[config.mk]
export PLATFORM = sky130hd
export DESIGN_NAME = alu_issue_stage
export DESIGN_NICKNAME = d
export VERILOG_FILES = /design/src/rtl/alu_issue_stage.sv
export SDC_FILE = /design/constraint.sdc
export NUM_CORES = 1
export LEC_CHECK = 0
export ABC_AREA = 1
export CAP_MARGIN = 20
export CELL_PAD_IN_SITES_DETAIL_PLACEMENT = 0
export CELL_PAD_IN_SITES_GLOBAL_PLACEMENT = 1
export CORE_MARGIN = 3
export CORE_UTILIZATION = 27
export CTS_BUF_LIST = sky130_fd_sc_hd__clkbuf_2 sky130_fd_sc_hd__clkbuf_4 sky130_fd_sc_hd__clkbuf_8
export DETAILED_ROUTE_END_ITERATION = 8
export PLACE_DENSITY_LB_ADDON = 0.05
export SLEW_MARGIN = 25
export SYNTH_ARGS = -nofsm -noshare
export SYNTH_HDL_FRONTEND = slang
export SYNTH_SLANG_ARGS = --single-unit
[constraint.sdc]
create_clock -name clk -period 1.31 [get_ports clk]
set_input_delay 0.131 -clock clk [delete_from_list [all_inputs] [get_ports clk]]
set_output_delay 0.131 -clock clk [all_outputs]
set_load 0.01 [all_outputs]
[src/rtl/alu_issue_stage.sv]
// Decode/issue stage for the RV32I ALU subset: turns one instruction plus register
// operands into a registered alu_op/in_a/in_b/rd_addr entry with valid/ready handshake.

package riscv_32i_defs_pkg;
  // Encodings follow {funct7[5], funct3} so R-type decode maps straight onto them.
  typedef enum logic [3:0] {
    ALU_ADD = 4'b0000,
    ALU_SUB = 4'b1000,
    ALU_AND = 4'b0111,
    ALU_OR  = 4'b0110
  } alu_op_t;
endpackage

module alu_issue_stage
  import riscv_32i_defs_pkg::*;
#(
  parameter int XLEN  = 32,
  parameter int CNT_W = 16
) (
  input  logic             clk,
  input  logic             rst_n,
  input  logic             in_valid,
  output logic             in_ready,
  input  logic [31:0]      instr,
  input  logic [XLEN-1:0]  rs1_data,
  input  logic [XLEN-1:0]  rs2_data,
  input  logic             flush,
  output logic             out_valid,
  input  logic             out_ready,
  output logic [3:0]       alu_op,
  output logic [XLEN-1:0]  in_a,
  output logic [XLEN-1:0]  in_b,
  output logic [4:0]       rd_addr,
  output logic             illegal_instr,
  output logic [CNT_W-1:0] issue_count
);

  localparam logic [6:0] OPC_OP     = 7'b0110011;
  localparam logic [6:0] OPC_OP_IMM = 7'b0010011;
  localparam logic [6:0] F7_ZERO    = 7'b0000000;
  localparam logic [6:0] F7_ALT     = 7'b0100000;

  typedef enum logic {EMPTY, FULL} state_t;

  state_t           state_q;
  alu_op_t          op_q, op_d;
  logic [XLEN-1:0]  a_q, b_q, b_d;
  logic [4:0]       rd_q;
  logic             illegal_q;
  logic [CNT_W-1:0] cnt_q, cnt_d;
  logic             legal_d;
  logic             accept, issue;

  logic [6:0] opcode;
  logic [2:0] funct3;
  logic [6:0] funct7;
  logic       unused_rs1_idx;

  assign opcode = instr[6:0];
  assign funct3 = instr[14:12];
  assign funct7 = instr[31:25];
  assign unused_rs1_idx = ^instr[19:15];

  assign out_valid     = (state_q == FULL);
  assign in_ready      = !out_valid || out_ready;
  assign accept        = in_valid && in_ready;
  assign issue         = out_valid && out_ready;
  assign alu_op        = op_q;
  assign in_a          = a_q;
  assign in_b          = b_q;
  assign rd_addr       = rd_q;
  assign illegal_instr = illegal_q;
  assign issue_count   = cnt_q;
  assign cnt_d         = cnt_q + CNT_W'(1);

  // Anything outside the supported subset is flagged illegal and never loaded.
  always_comb begin
    legal_d = 1'b0;
    op_d    = ALU_ADD;
    b_d     = rs2_data;
    if (opcode == OPC_OP) begin
      unique case (funct3)
        3'b000: begin
          legal_d = (funct7 == F7_ZERO) || (funct7 == F7_ALT);
          op_d    = (funct7 == F7_ALT) ? ALU_SUB : ALU_ADD;
        end
        3'b111: begin
          legal_d = (funct7 == F7_ZERO);
          op_d    = ALU_AND;
        end
        3'b110: begin
          legal_d = (funct7 == F7_ZERO);
          op_d    = ALU_OR;
        end
        default: legal_d = 1'b0;
      endcase
    end else if (opcode == OPC_OP_IMM) begin
      b_d = {{(XLEN-12){instr[31]}}, instr[31:20]};
      unique case (funct3)
        3'b000:  begin legal_d = 1'b1; op_d = ALU_ADD; end
        3'b111:  begin legal_d = 1'b1; op_d = ALU_AND; end
        3'b110:  begin legal_d = 1'b1; op_d = ALU_OR;  end
        default: legal_d = 1'b0;
      endcase
    end
  end

  // Flush outranks everything except the counter, which still records a same-cycle issue.
  always_ff @(posedge clk or negedge rst_n) begin
    if (!rst_n) begin
      state_q   <= EMPTY;
      illegal_q <= 1'b0;
      cnt_q     <= '0;
      op_q      <= ALU_ADD;
      a_q       <= '0;
      b_q       <= '0;
      rd_q      <= '0;
    end else begin
      if (issue) begin
        cnt_q <= cnt_d;
      end
      if (flush) begin
        state_q   <= EMPTY;
        illegal_q <= 1'b0;
      end else if (accept && legal_d) begin
        state_q   <= FULL;
        illegal_q <= 1'b0;
        op_q      <= op_d;
        a_q       <= rs1_data;
        b_q       <= b_d;
        rd_q      <= instr[11:7];
      end else begin
        illegal_q <= accept;
        if (out_ready) begin
          state_q <= EMPTY;
        end
      end
    end
  end

endmodule

==> reports/qor.csv <==
stage;metric;value;unit
timing;finalSetupViolations;86;
layout;final_area;7375;µm²
logic_synthesis;synth_top_cell_by_area;dfrtp_1;
clock_tree;clock_sink_count;90;
detailed_routing;vias;4077;
timing;timing.final.max_slew_violations;0;
logic_synthesis;synth-edff-count;0;
setup_path;cp.required;1.57;ns
setup_path;critPathLaunch;out_valid$_DFFE_PN0P_;
timing;finClkSkew;0.008821;ns
global_route;grt_pass1_wl;20840;µm
pwr;p_int;4048;µW
clock_tree;cts_tree;yes;
place;port_buffers;187;
detailed_routing;final_antenna_net_count;0;
pwr;switching_share;0.2517;
global_route;grt_pass1_vias;4112;
detailed_routing;wl_per_cell;12.86;µm
timing;fmax;650.1;MHz
logic_synthesis;synth-main-ff-cell;dfrtp_1;
setup_path;start_kind;flop;
logic_synthesis;synthArstFlopShare;1.000;
detailed_routing;via_per_inst;4.093;
logic_synthesis;synth.distinct_cells;27;
status;status;finished with violations;
floorplan;dieWidth;131.3;µm
global_route;grt_use_met2;0.2393;
global_route;grt_max_degree;45;
clock_tree;clk_latency;0.37;ns
logic_synthesis;syn-num-nets;638;
detailed_routing;dr.pass1.iters;4;
timing;setup_ws;-0.2282;ns
run;cap_violations;0;
global_route;overflow;0;
pwr;p_per_area;733.5;nW/µm²
setup_path;cp.arrival;1.80;ns
place;post_dp_cell_area;6619;µm²
min_path;holdCritPathClass;in2async;
logic_synthesis;yosys.area.top_type_share;0.5310;
logic_synthesis;yosysSeqAreaShare;0.5310;
setup_path;crit_type;reg2reg;
pwr;power_leakage;0.004076;µW
clock_tree;clockBufferDepth;2;
setup_path;r2r_start;out_valid$_DFFE_PN0P_;
pwr;p_seq_frac;0.527;
pwr;comb_power_share;0.131;
setup_path;reg2reg_to;in_b[31]$_DFFE_PN0P_;
timing;fin_hold_ws;0.1336;ns
global_route;gr-usage-met1;0.1833;
floorplan;core;15260;µm²
logic_synthesis;synth-seq-cells;90;
logic_synthesis;syn-mean-instance-area;7.913;µm²
detailed_routing;drt_iter0_markers;142;
layout;nFillCells;1531;
pwr;p_switching;1361;µW
detailed_routing;wl;12810;µm
status;failed_checks;negative setup slack;
place;place_ws;-0.5670;ns
logic_synthesis;yosysWarnings;0;
global_route;antenna_found_initial;0;
layout;antenna_cells;0;
timing;tightest_slew;0.3285;ns
place;place.gp.congestion;0.7655;
clock_tree;cts_max_level;3;
timing;hold_viol_final;0;
detailed_routing;route.detailed.drc;0;
floorplan;dieHeight;131.3;µm
logic_synthesis;synthTopCellsByArea;dfrtp_1, nand2_1, inv_1, o21ai_1, nor2_1;
layout;area_growth_syn_to_layout;73.86;%
pwr;p_clk_frac;0.342;
pwr;ir_worst_vdd;0.0004412;V
layout;drive_gt1_frac;0.2229;
global_route;grt_usage;0.1486;
setup_path;end_kind;flop;
timing;rsz0062_at_grt;true;
floorplan;ios;193;
clock_tree;cts_buffers;9;
clock_tree;clk_pin_slew;0.09;ns
floorplan;start_util;0.2780;
setup_path;ff2ff_path_depth;9;
place;dp_hpwl;8951;µm
global_route;busiest_layer;met2;
setup_path;crit_fanout;13;
logic_synthesis;syn_area;4242;µm²
global_route;met3_usage;0.06049;
layout;nets;882;
clock_tree;cts_root_buf;clkbuf_8;
timing;relSlewSlack;0.7787;
setup_path;rrSetupSlack;-0.23;ns
logic_synthesis;synthCells;536;
floorplan;fp.dieArea;17250;µm²
timing;finalCritPeriodShare;1.174;
timing;finalCriticalPeriod;1.538;ns
floorplan;rows;45;
-- through the flow --
stage               power, µW  TNS (ns)  instances  utilization
detailed placement       3615    -39.26        954       0.4338
global route             5703    -24.45        996       0.4833
floorplan                3077    -7.734        536            -
finish                   5410    -15.80        996       0.4833
CTS                      5508    -19.52        993       0.4669
global placement         3613    -37.39        954       0.4338
-- synthesized netlist by cell type, types with 6 or more instances --
master / number
nand2_1: 157
inv_1: 107
dfrtp_1: 90
nor2_1: 50
o21ai_1: 50
nor2_2: 12
o21ai_0: 12
clkbuf_1: 11
xor2_1: 10
buf_6: 8
nand3_1: 6
-- timing repair --
action,4_1_cts,5_1_grt
resized for setup,154,68
hold buffers,1,0
pin swaps,15,12
endpoints found under the hold margin,90,0
setup buffers,18,2
setup endpoints to repair,170,90
cloned,4,1
-- per-layer routing --
layer	vias to the layer above	share of wire	wire, µm
li1	2082	-	-
met1	1856	0.43	5494
met5	-	0	0
met3	15	0.088	1127
met2	124	0.47	6007
met4	0	0.014	182
-- cells by family after synthesis --
family / Yosys count / share of synthesized area
flops: 90 / 0.5310
simple gates: 238 / 0.2310
compound gates: 65 / 0.07847
fa+ha+maj: 1 / 0.002949
buf+inv: 129 / 0.1298
xor+xnor: 13 / 0.02684
-- cell usage in the layout (no fill, tap or decap), drive strengths merged --
| cell type | count |
|---|---|
| clkinvlp | 2 |
| nand3b | 1 |
| clkinv | 2 |
| o21bai | 1 |
| o21ai | 62 |
| nor3b | 2 |
| nand3 | 7 |
| or2 | 1 |
| buf | 71 |
| xor2 | 10 |
| nand2 | 158 |
| dlygate4sd2 | 86 |
| clkdlybuf4s50 | 94 |
| nor3 | 3 |
| and2 | 1 |
| dlygate4sd3 | 1 |
| xnor2 | 3 |
| nor2 | 62 |
| nand4 | 3 |
| ha | 1 |
| clkbuf | 14 |
| inv | 108 |
| dfrtp | 90 |
| a21boi | 2 |
-- final cells by class --
type	instances	area [µm²]	area share
Timing Repair Buffer	255	2532	0.3434
Sequential cell	90	2252	0.3054
Multi-Input combinational cell	317	1735	0.2353
Inverter	107	401.6	0.05446
Tap cell	211	264.0	0.03580
Clock buffer	11	151.4	0.02053
Clock inverter	5	37.54	0.005090
-- state kept, by name, summed over array words and instances (netlist names) --
signal / flops
rd_addr: 5
issue_count: 16
illegal_instr: 1
in_a: 32
in_b: 32
out_valid: 1
alu_op: 3
-- how the worst max path moves through the flow --
stage | end | cells past startpoint | slack, ns
final | in_b[31]$_DFFE_PN0P_ | 9 | -0.23
after global placement | in_a[12]$_DFFE_PN0P_ | 8 | -0.53
after CTS | in_b[4]$_DFFE_PN0P_ | 9 | -0.29
after detailed placement | in_a[8]$_DFFE_PN0P_ | 9 | -0.57
after global routing | in_b[31]$_DFFE_PN0P_ | 10 | -0.35
after floorplan | in_b[18]$_DFFE_PN0P_ | 8 | -0.12
-- worst max-delay path: stages (launching register included) --
cell     delay (ns)
dfrtp_1        0.40
inv_2          0.07
nor2_4         0.04
nor3b_4        0.22
buf_6          0.14
nand3_4        0.09
buf_12         0.18
buf_16         0.16
nor2_2         0.09
nor2_2         0.04
-- power by group through the flow --
stage	registers [µW]	clock network [µW]	logic [µW]
floorplan	2930	0	146
global placement	2910	0	707
detailed placement	2910	0	707
CTS	2850	1960	693
global route	2860	2060	786
finish	2850	1850	706
(Power assumes the default switching activity.)
